==> src/rtl/cla_pipe_addsub.sv <==
// Pipelined carry-lookahead adder/subtractor: one 4-bit lookahead group per stage,
// one result per clock, valid/ready on both sides with a single global stall.
module cla_pipe_addsub #(
  parameter int unsigned WIDTH = 16
) (
  input  logic             clk,
  input  logic             rst_n,
  input  logic             in_valid,
  output logic             in_ready,
  input  logic [WIDTH-1:0] a,
  input  logic [WIDTH-1:0] b,
  input  logic             cin,
  input  logic             sub,
  output logic             out_valid,
  input  logic             out_ready,
  output logic [WIDTH-1:0] sum,
  output logic             cout,
  output logic             ovf,
  output logic             zero
);
  localparam int unsigned NG = WIDTH / 4;

  if (WIDTH % 4 != 0 || WIDTH < 4) begin : g_bad_width
    $error("cla_pipe_addsub: WIDTH must be a multiple of 4 and at least 4");
  end

  // Returns {carry into bit 3, group carry-out, 4-bit group sum}.
  function automatic logic [5:0] cla4(input logic [3:0] x, input logic [3:0] y,
                                      input logic ci);
    logic [3:0] p, g, c, s;
    logic       c4;
    p    = x ^ y;
    g    = x & y;
    c[0] = ci;
    c[1] = g[0] | (p[0] & ci);
    c[2] = g[1] | (p[1] & g[0]) | (p[1] & p[0] & ci);
    c[3] = g[2] | (p[2] & g[1]) | (p[2] & p[1] & g[0]) | (p[2] & p[1] & p[0] & ci);
    c4   = g[3] | (p[3] & g[2]) | (p[3] & p[2] & g[1]) | (p[3] & p[2] & p[1] & g[0]) |
           (&p & ci);
    s    = p ^ c;
    return {c[3], c4, s};
  endfunction

  logic             w_en;
  logic [WIDTH-1:0] w_b_eff;
  logic             w_c0;

  assign w_en     = !out_valid | out_ready;
  assign in_ready = rst_n & w_en;
  assign w_b_eff  = b ^ {WIDTH{sub}};
  assign w_c0     = cin ^ sub;

  for (genvar k = 0; k < NG; k++) begin : g_stage
    // Remaining operand bits, current group in [3:0].
    logic [WIDTH-4*k-1:0] w_oa, w_ob;
    logic                 w_ci, w_vi;
    logic [5:0]           w_res;
    logic [4*k+3:0]       w_sum_n;
    logic [4*k+3:0]       r_sum;
    logic                 r_co;
    logic                 r_v;

    if (k == 0) begin : g_first
      assign w_oa    = a;
      assign w_ob    = w_b_eff;
      assign w_ci    = w_c0;
      assign w_vi    = in_valid;
      assign w_sum_n = w_res[3:0];
    end else begin : g_next
      assign w_oa    = g_stage[k-1].g_fwd.r_a;
      assign w_ob    = g_stage[k-1].g_fwd.r_b;
      assign w_ci    = g_stage[k-1].r_co;
      assign w_vi    = g_stage[k-1].r_v;
      assign w_sum_n = {w_res[3:0], g_stage[k-1].r_sum};
    end

    assign w_res = cla4(w_oa[3:0], w_ob[3:0], w_ci);

    always_ff @(posedge clk) begin
      if (!rst_n) begin
        r_sum <= '0;
        r_co  <= 1'b0;
        r_v   <= 1'b0;
      end else if (w_en) begin
        r_sum <= w_sum_n;
        r_co  <= w_res[4];
        r_v   <= w_vi;
      end
    end

    if (k < NG - 1) begin : g_fwd
      logic [WIDTH-4*k-5:0] r_a, r_b;
      always_ff @(posedge clk) begin
        if (!rst_n) begin
          r_a <= '0;
          r_b <= '0;
        end else if (w_en) begin
          r_a <= w_oa[WIDTH-4*k-1:4];
          r_b <= w_ob[WIDTH-4*k-1:4];
        end
      end
    end else begin : g_last
      // Zero is registered so it reads 0 after reset even though sum is 0.
      logic r_c3;
      logic r_zero;
      always_ff @(posedge clk) begin
        if (!rst_n) begin
          r_c3   <= 1'b0;
          r_zero <= 1'b0;
        end else if (w_en) begin
          r_c3   <= w_res[5];
          r_zero <= (w_sum_n == '0);
        end
      end
    end
  end

  assign out_valid = g_stage[NG-1].r_v;
  assign sum       = g_stage[NG-1].r_sum;
  assign cout      = g_stage[NG-1].r_co;
  assign ovf       = g_stage[NG-1].r_co ^ g_stage[NG-1].g_last.r_c3;
  assign zero      = g_stage[NG-1].g_last.r_zero;

endmodule

==> config.mk <==
export PLATFORM = sky130hd
export DESIGN_NAME = cla_pipe_addsub
export DESIGN_NICKNAME = d
export VERILOG_FILES = /design/src/rtl/cla_pipe_addsub.sv
export SDC_FILE = /design/constraint.sdc
export NUM_CORES = 1
export LEC_CHECK = 0
export BUFFER_PORTS_ARGS = -buffer_cell sky130_fd_sc_hd__buf_2
export CAP_MARGIN = 20
export CORE_MARGIN = 4
export CORE_UTILIZATION = 52
export DETAILED_ROUTE_END_ITERATION = 10
export GPL_ROUTABILITY_DRIVEN = 0
export PLACE_DENSITY = 0.76
export SYNTH_ARGS = -nofsm -noshare
export SYNTH_HDL_FRONTEND = slang
export SYNTH_SLANG_ARGS = --single-unit
==> constraint.sdc <==
create_clock -name clk -period 1.8 [get_ports clk]
set_input_delay 0 -clock clk [delete_from_list [all_inputs] [get_ports clk]]
set_output_delay 0 -clock clk [all_outputs]
set_load 0.05 [all_outputs]
## Word-level counts from Yosys, hierarchy flattened

Index checks and enable logic that the tools add are counted.

| cells by class | value |
|---|---|
| reduce and logical (&&, ||, !) cells | 6 |
| bitwise logic cells | 117 |

Operators by type and width:

| cell | count |
|---|---|
| $and 1x1->1 | 61 |
| $or 1x1->1 | 41 |
| $xor 4x4->4 | 8 |
| $and 4x4->4 | 4 |
| $logic_not 16->1 | 1 |
| $reduce_and 4->1 | 4 |
| $xor 16x16->16 | 1 |
| $xor 1x1->1 | 2 |
| $logic_not 1->1 | 1 |

| storage, ports and cells | value |
|---|---|
| logic and storage cells | 143 |
| flip-flop bits (word level) | 98 |
| output and inout bits | 21 |
| bits of input ports | 38 |

## Longest topological paths before layout

Gate-level depths: netlist of the first run.

| logic depth | value |
|---|---|
| depth in word-level cells | 7 |
| mapped depth | 8 |

## Worst setup path after synthesis of the first run

Ideal clock, no wire load.

| timing | value |
|---|---|
| kind | reg-to-reg |
| start point | register g_stage[2].r_co |
| end point | register g_stage[3].g_last.r_zero, in the netlist zero |
| data required time | 1716 ps |
| setup slack | 71 ps |
| path buffers | 0 |
| stages on the path, launching flop included | 6 |
| arrival | 1645 ps |
| cell sequence | dfxtp_1 inv_1 fa_1 xnor2_1 or4_4 o31ai_2 |

| on the way | value |
|---|---|
| cells in the longest elaborated chain, start to end | 4 |
| elaborated cells on any way between the ends | 8 |
| those cells by class | 7 x bitwise; 1 x reduce/logical |

Ends and longest elaborated chain:

| item | line | text |
|---|---|---|
| start: declaration | 60 | `logic r_co;` |
| start signal: assignment | 86 | `r_co <= w_res[4];` |
| $and 1x1->1, on equally long branches | 35, 36, 37 |  |
| $or 1x1->1, on equally long branches | 35, 36, 37 |  |
| $xor 4x4->4 * | 40 | `s = p ^ c;` |
| $logic_not 16->1 * | 112 | `r_zero <= (w_sum_n == '0);` |
| end signal: assignment | 112 |  |
| end: declaration | 105 | `logic r_zero;` |

Mark *: on every way between the ends. The rest lies on a longest branch, timed or not.
A chain may end at the register's enable or synchronous reset.

## Worst setup path after layout of the first run

Same ends and word-level chain as after synthesis.

==> summary.txt, run 1 <==
Status
  – Run status: complete, no violations

STA
  – Slew Limit Fails: 0
  – Worst Skew: 0.00908 ns
  – RSZ-0062 raised after global routing: no
  – Hold WS: 0.0138 ns
  – # setup viols final: 0
  – Slew @ Worst Pin: 0.518 ns
  – Setup TNS: 0 ns
  – Fmax: ~0.56 GHz
  – Tcrit/Tclk final: 98.6%
  – Slew headroom: 65.4%
  – Fin crit period: 1.77 ns
  – Final Hold Vio Count: 0

Worst setup path
  – R2r endpoint: zero
  – CP Capture Type: register
  – CP max stage cell: or4_4
  – Cells on worst reg2reg path: 5
  – CP Max Fanout: 2
  – Critical path class: reg -> reg
  – Critical Path AT: 2.06 ns
  – RR Startpoint: g_stage[2].r_co
  – Critical Path RT: 2.08 ns
  – Cell Chain, Critical Path: inv_1 -> fa_1 -> xnor2_1 -> or4_4 -> o31ai_2
  – Critical Path Source Type: register
  – Reg-to-reg slack, setup: around 0.026 ns
  – Slowest cell delay on critical path: 0.54 ns

Yosys
  – Dominant cell type by area after synthesis: dfxtp_1
  – Synth top area share: 44.6%
  – Syn Nets: 563
  – Yosys warning total: 0
  – Yosys cell types: 41
  – Mean Syn Cell Area: between 8 and 9 sq um
  – Mapped Cells: 505
  – Sequential share of the synthesized area: 44.6%
  – Synth Register Bits: between 90 and 100
  – Post-synth EDFFs: 0
  – Post-synth top flop: dfxtp_1
  – Synth area leaders: dfxtp_1, nand2_1, a21boi_0
  – Mapped Area: 4390 sq um
  – Async SR Flop Fraction: 0%

Finish
  – Area Growth Syn to Fin: 20.2%
  – Proportion of layout cells with a drive suffix above 1: 16.2%
  – Post-route insts no fill: approximately 690
  – Final #Nets: roughly 630
  – Ant. Diodes: 0
  – FILL cells: slightly above 700

GRT
  – Initial antenna violation count: 0
  – GRT Overall Usage: a little under a fifth
  – Largest net degree at the start of global routing: 57
  – Grt total ovfl: 0
  – Vias in the first global route: 3,468
  – First-pass GRT wire length: about 15,000 um

CTS
  – Clk Latency, worst-skew pair: 0.36 ns
  – Clock Tree Root: clkbuf_8
  – Sink Count: a little under 100
  – H-tree depth: 3
  – Max Root-Sink Buffers: 2
  – Reg clk slew, reported paths: roughly 0.09 ns
  – CTS tree: built
  – Postcts setup bufs: 0
  – CTS Buf Count: 9

Floorplan
  – Initial Util: 53.5%
  – Core area: 8220 sq um
  – Die Ht: 99.9 um
  – Die Wd: ~100 um
  – Die footprint: about 10000 sq um
  – # IOs: 59
  – Core Rows: 33

Run
  – # Max-Cap Violations: 0

Power and ir drop
  – Power per Cell Area: 848 nW/um^2
  – Maximum vdd drop: roughly 380 uV
  – Leak pwr: 0.00233 uW

Route
  – Via Count: 3,541
  – DR iter-0 viols: 148
  – Post-Route WL: 8940 um
  – Vias/cell: between 5 and 6
  – Drc violations: 0
  – DRT antenna net count: 0
  – DR pass1 iterations: 4
  – Drt wl/cell: 13.1 um

Placed design
  – Placed instance count: ~650
  – Post-detail-place hpwl: 6180 um
  – IO Port Bufs: 58

Worst hold path
  – Hold Startpoint: b[8]
  – Min-Delay Path Class: in -> reg
  – Hold EP: g_stage[0].g_fwd.r_b[4]
  – WHS Path Cells: 4
-- cell usage after synthesis (2+ instances only) --
master,number
a21boi_0,67
clkbuf_1,22
fa_1,4
nand2_1,156
dfxtp_1,98
and3_1,3
o21ai_0,11
nand3_1,9
and2_1,2
nor3b_1,2
a211oi_1,2
nand3b_1,2
ha_1,16
nor2b_1,3
nand4_1,2
xor2_1,6
nor2_1,9
xnor2_1,19
a21oi_1,10
a21o_1,3
buf_2,13
a2bb2oi_1,2
o211a_1,16
nand4b_1,5
inv_1,7
-- through the flow --
| stage | setup slack [ns] | utilization, % | cell area, sq um | total power, uW |
|---|---|---|---|---|
| after floorplan | 0.0709 | - | 4390 | 2890 |
| after global placement | 0.0820 | 58.9 | 4840 | 3050 |
| after detailed placement | 0.0157 | 58.9 | 4840 | 3070 |
| after CTS | 0.00862 | 64.2 | 5270 | 4500 |
| after global routing | 0.0000728 | 64.3 | 5280 | 4680 |
| final | 0.0260 | 64.3 | 5280 | 4480 |
-- what timing repair did --
| action | in CTS | in global routing |
|---|---|---|
| endpoints found under the setup margin | 0 | 1 |
| endpoints found under the hold margin | 24 | 0 |
| hold buffers | 24 | 0 |
| gates resized for setup | 0 | 3 |
-- how the worst max path moves through the flow --
stage                                       start   end  depth (start not counted)
after floorplan                   g_stage[2].r_co  zero                          5
after global routing      g_stage[2].g_fwd.r_a[0]  zero                          5
after CTS                 g_stage[2].g_fwd.r_a[0]  zero                          5
final                             g_stage[2].r_co  zero                          5
after detailed placement  g_stage[2].g_fwd.r_a[0]  zero                          5
after global placement            g_stage[2].r_co  zero                          5
-- cells by family after synthesis --
| logic type | Yosys count | share of synthesized area, % |
|---|---|---|
| simple gates | 199 | 19.4 |
| compound gates | 120 | 20.4 |
| flops | 98 | 44.6 |
| fa+ha+maj | 20 | 6.38 |
| buf+inv | 43 | 4.13 |
| xor+xnor | 25 | 4.98 |
-- flip-flops by register name (all words and copies together) (netlist names) --
signal               flops
g_stage.r_v              3
g_stage.r_co             3
g_stage.g_last.r_c3      1
out_valid                1
zero                     1
sum                     16
g_stage.g_fwd.r_a       24
cout                     1
g_stage.g_fwd.r_b       24
g_stage.r_sum           24
-- placed cells by master (no fill, tap or decap), drive strengths merged, types with 6 or more instances in the layout --
cell type / count
ha: 16
dfxtp: 98
o211a: 16
buf: 71
nor2: 9
clkbuf: 11
a21oi: 10
nand3: 9
xor2: 6
xnor2: 19
nand2: 156
inv: 7
o21ai: 12
a21boi: 67
dlygate4sd3: 24
-- worst max-delay path, delay by kind of cell, from the launching register on --
family | cells | cell delay, ns
buf+inv | 1 | 0.06
flops | 1 | 0.33
compound gates | 1 | 0.18
xor+xnor | 1 | 0.16
simple gates | 1 | 0.54
fa+ha+maj | 1 | 0.44
-- report_power, final --
group / internal [uW] / total, uW / leakage [uW] / switching, uW
sequential: 2320 / 2410 / 0.000807 / 91.5
combinational: 308 / 660 / 0.00143 / 352
clock: 654 / 1410 / 0.0000977 / 756
-- cell type report --
type	instances	area (sq um)	share of cell area, %
clock buffer	11	131	2.49
clock inverter	5	65.1	1.23
inverter	7	26.3	0.498
multi-input combinational	364	2270	43.0
sequential	98	1960	37.2
tap	105	131	2.49
timing repair buffer	95	691	13.1
-- per-layer routing --
metal  wire [um]  GRT usage (%)  share of wire, %  up-vias
li1            -              -                 -     1837
met1        4230           24.3                47     1618
met2        4180           31.5                47       75
met3         406           3.41               4.5       11
met4         125           6.62               1.4        0
met5           0              0                 0        -
(Power assumes the default switching activity.)
==> run 2, diff against run 1 <==
- CORE_ASPECT_RATIO: unset -> 1.2
- SETUP_SLACK_MARGIN: unset -> 0.02
==> summary.txt, run 2 (synthesis gave the netlist of run 1 again) <==
Status
  – Run status: complete, no violations

GRT
  – Largest net degree at the start of global routing: 68 (+19%)
  – Grt total ovfl: 0 (unchanged)
  – First-pass GRT wire length: 15,000 um (-2.5%)
  – Initial antenna violation count: 0 (unchanged)
  – Vias in the first global route: 3,336 (-3.8%)
  – GRT Overall Usage: 18.4% (-0.33 points)

Route
  – DR pass1 iterations: 4 (unchanged)
  – DR iter-0 viols: 137 (-7.4%)
  – Drt wl/cell: 12.5 um (-4.0%)
  – DRT antenna net count: 0 (unchanged)
  – Post-Route WL: 8670 um (-3.0%)
  – Vias/cell: 5.06 (-2.1%)
  – Drc violations: 0 (unchanged)
  – Via Count: 3,501 (-1.1%)

Worst setup path
  – Slowest cell delay on critical path: 0.53 ns (about the same)
  – Critical Path RT: 2.07 ns (about the same)
  – Worst Setup SP: g_stage[2].r_co
  – CP max stage cell: or4_4
  – Cell Chain, Critical Path: inv_2 -> fa_2 -> xnor2_2 -> or4_4 -> o31ai_2
  – Critical path class: reg -> reg
  – Critical Path Source Type: register
  – Cells on worst reg2reg path: 5 (unchanged)
  – CP Capture Type: register
  – CP Max Fanout: 2 (unchanged)
  – Critical Path AT: 2.04 ns (-0.02 ns)
  – RR Startpoint: g_stage[2].r_co

Power and ir drop
  – Tot Pwr: 4530 uW (+1.1%)
  – Comb power frac: 14.6% (about the same)
  – Seq pwr share: 53.1% (-0.7 points)
  – Power Internal: 3400 uW (+3.7%)
  – Leak pwr: 0.00232 uW (-0.37%)
  – Switching part of the total: 24.9% (-1.9 points)
  – Clock power share: 32.3% (+0.8 points)
  – Power per Cell Area: 861 nW/um^2 (+1.5%)
  – Maximum vdd drop: 514 uV (+34%)
  – Sw Pwr: 1130 uW (-5.9%)

Floorplan
  – Die Ht: 109 um (+8.8%)
  – Initial Util: 53.6% (+0.12 points)
  – Core Rows: 36 (+9.1%)
  – Die Wd: 91.9 um (-8.0%)
  – Die footprint: 9990 sq um (about the same)
  – Core area: 8200 sq um (-0.23%)
  – # IOs: 59 (unchanged)

Worst hold path
  – Hold Startpoint: b[12]
  – WHS Path Cells: 4 (unchanged)
  – Min-Delay Path Class: in -> reg

Finish
  – Area Growth Syn to Fin: 19.7%
  – Ant. Diodes: 0 (unchanged)
  – Regs by FF count: g_stage.g_fwd.r_a: 24 flops, g_stage.g_fwd.r_b: 24 flops, g_stage.r_sum: 24 flops
  – Commonest non-fill, non-tap cell in the layout: nand2_1
  – Post-route insts no fill: 692 (+1.0%)
  – Most frequent cells in the layout: nand2_1, dfxtp_1, a21boi_0
  – Proportion of layout cells with a drive suffix above 1: 17.0% (+0.75 points)
  – Post-route cell area: 5260 sq um (-0.40%)
  – Final #Nets: 632 (-0.16%)

Placed design
  – DP Area: 4800 sq um (-0.70%)
  – Post-detail-place hpwl: 6030 um (-2.4%)
  – IO Port Bufs: 58 (unchanged)
  – Placed instance count: 653 (+1.2%)

STA
  – RSZ-0062 raised after global routing: yes
  – # setup viols final: 0 (unchanged)
  – Slew @ Worst Pin: 0.373 ns (-0.145 ns)
  – Final Hold Vio Count: 0 (unchanged)
  – Hold WS: 0.0244 ns (+0.0106 ns)
  – Slew Limit Fails: 0 (unchanged)
  – Worst Skew: 0.00594 ns (-0.00314 ns)
  – Slew headroom: 75.1% (+9.7 points)
  – Fmax: 0.565 GHz (+0.31%)
  – Tcrit/Tclk final: 98.3% (-0.30 points)
  – Fin crit period: 1.77 ns (-0.00546 ns)

CTS
  – CTS tree: built
  – Max Root-Sink Buffers: 2 (unchanged)
  – CTS Buf Count: 9 (unchanged)
  – Clock Tree Root: clkbuf_8
  – Sink Count: 98 (unchanged)
  – Clk Latency, worst-skew pair: 0.35 ns (about the same)
  – Reg clk slew, reported paths: 0.08 ns (about the same)
  – H-tree depth: 3 (unchanged)

Run
  – # Max-Cap Violations: 0 (unchanged)
==> run 2: changes by cell type in the layout (fill, tap and decap cells not counted), sizes merged <==
cell | previous run | this run
clkbuf | 11 | 12
clkinv | 4 | 1
bufinv | 1 | 2
dlygate4sd3 | 24 | 23
==> run 2: final cells by class <==
| type | instances | area, sq um |
|---|---|---|
| fillers | 731 | 2940 |
| flip-flops and latches | 98 | 1970 |
| clock buffers | 12 | 135 |
| multi-input cells | 364 | 2280 |
| clock inverters | 3 | 65.1 |
| well taps | 114 | 143 |
| inverters | 7 | 26.3 |
| repair buffers | 94 | 643 |
==> run 2: metal layers <==
layer  wire, um  share of wire (%)  GRT usage (%)  vias up
li1           -                  -              -     1832
met2       4160                 48           31.6       66
met3        284                3.3           2.55       10
met1       4070                 47           23.1     1593
met5          0                  0              0        -
met4        158                1.8           8.39        0
==> run 2: repair_timing <==
action                                 CTS  global route
setup endpoints to repair                1             1
setup buffers                            0             1
hold buffers                            23             0
endpoints found under the hold margin   23             0
pin swaps                                0             2
gates resized for setup                  1             8
gates cloned                             0             0
==> run 2: worst max-delay path, delay by kind of cell (launching register included) <==
family                     cells  cell delay, ns
buffers and inverters          1            0.04
DFF                            1            0.34
adders and majority gates      1            0.41
AOI/OAI and AO/OA              1            0.21
xor gates and xnor gates       1            0.16
and+or+nand+nor                1            0.53
==> run 2: worst paths after layout <==
| kind | endpoint | slack [ns] |
|---|---|---|
| max | zero | 0.03 |
| min reg2reg | sum[13] | 0.46 |
| min | g_stage[0].g_fwd.r_b[8] | 0.02 |
| max reg2reg | zero | 0.03 |
==> run 2: per-stage QoR <==
stage / TNS [ns] / setup slack [ns] / util [%]
global placement: 0 / 0.0818 / 58.6
finish: 0 / 0.0314 / 64.1
detailed placement: 0 / 0.0319 / 58.6
CTS: 0 / 0.0205 / 63.8
global route: -0.0104 / -0.0104 / 64.1
floorplan: 0 / 0.0709 / -
==> run 2: power by group through the flow <==
stage          Sequential, uW  Combinational, uW  Clock, uW
2_1_floorplan            2500                392          0
3_3_place_gp             2450                596          0
3_5_place_dp             2450                613          0
4_1_cts                  2400                656       1500
5_1_grt                  2420                740       1580
6_report                 2400                661       1460
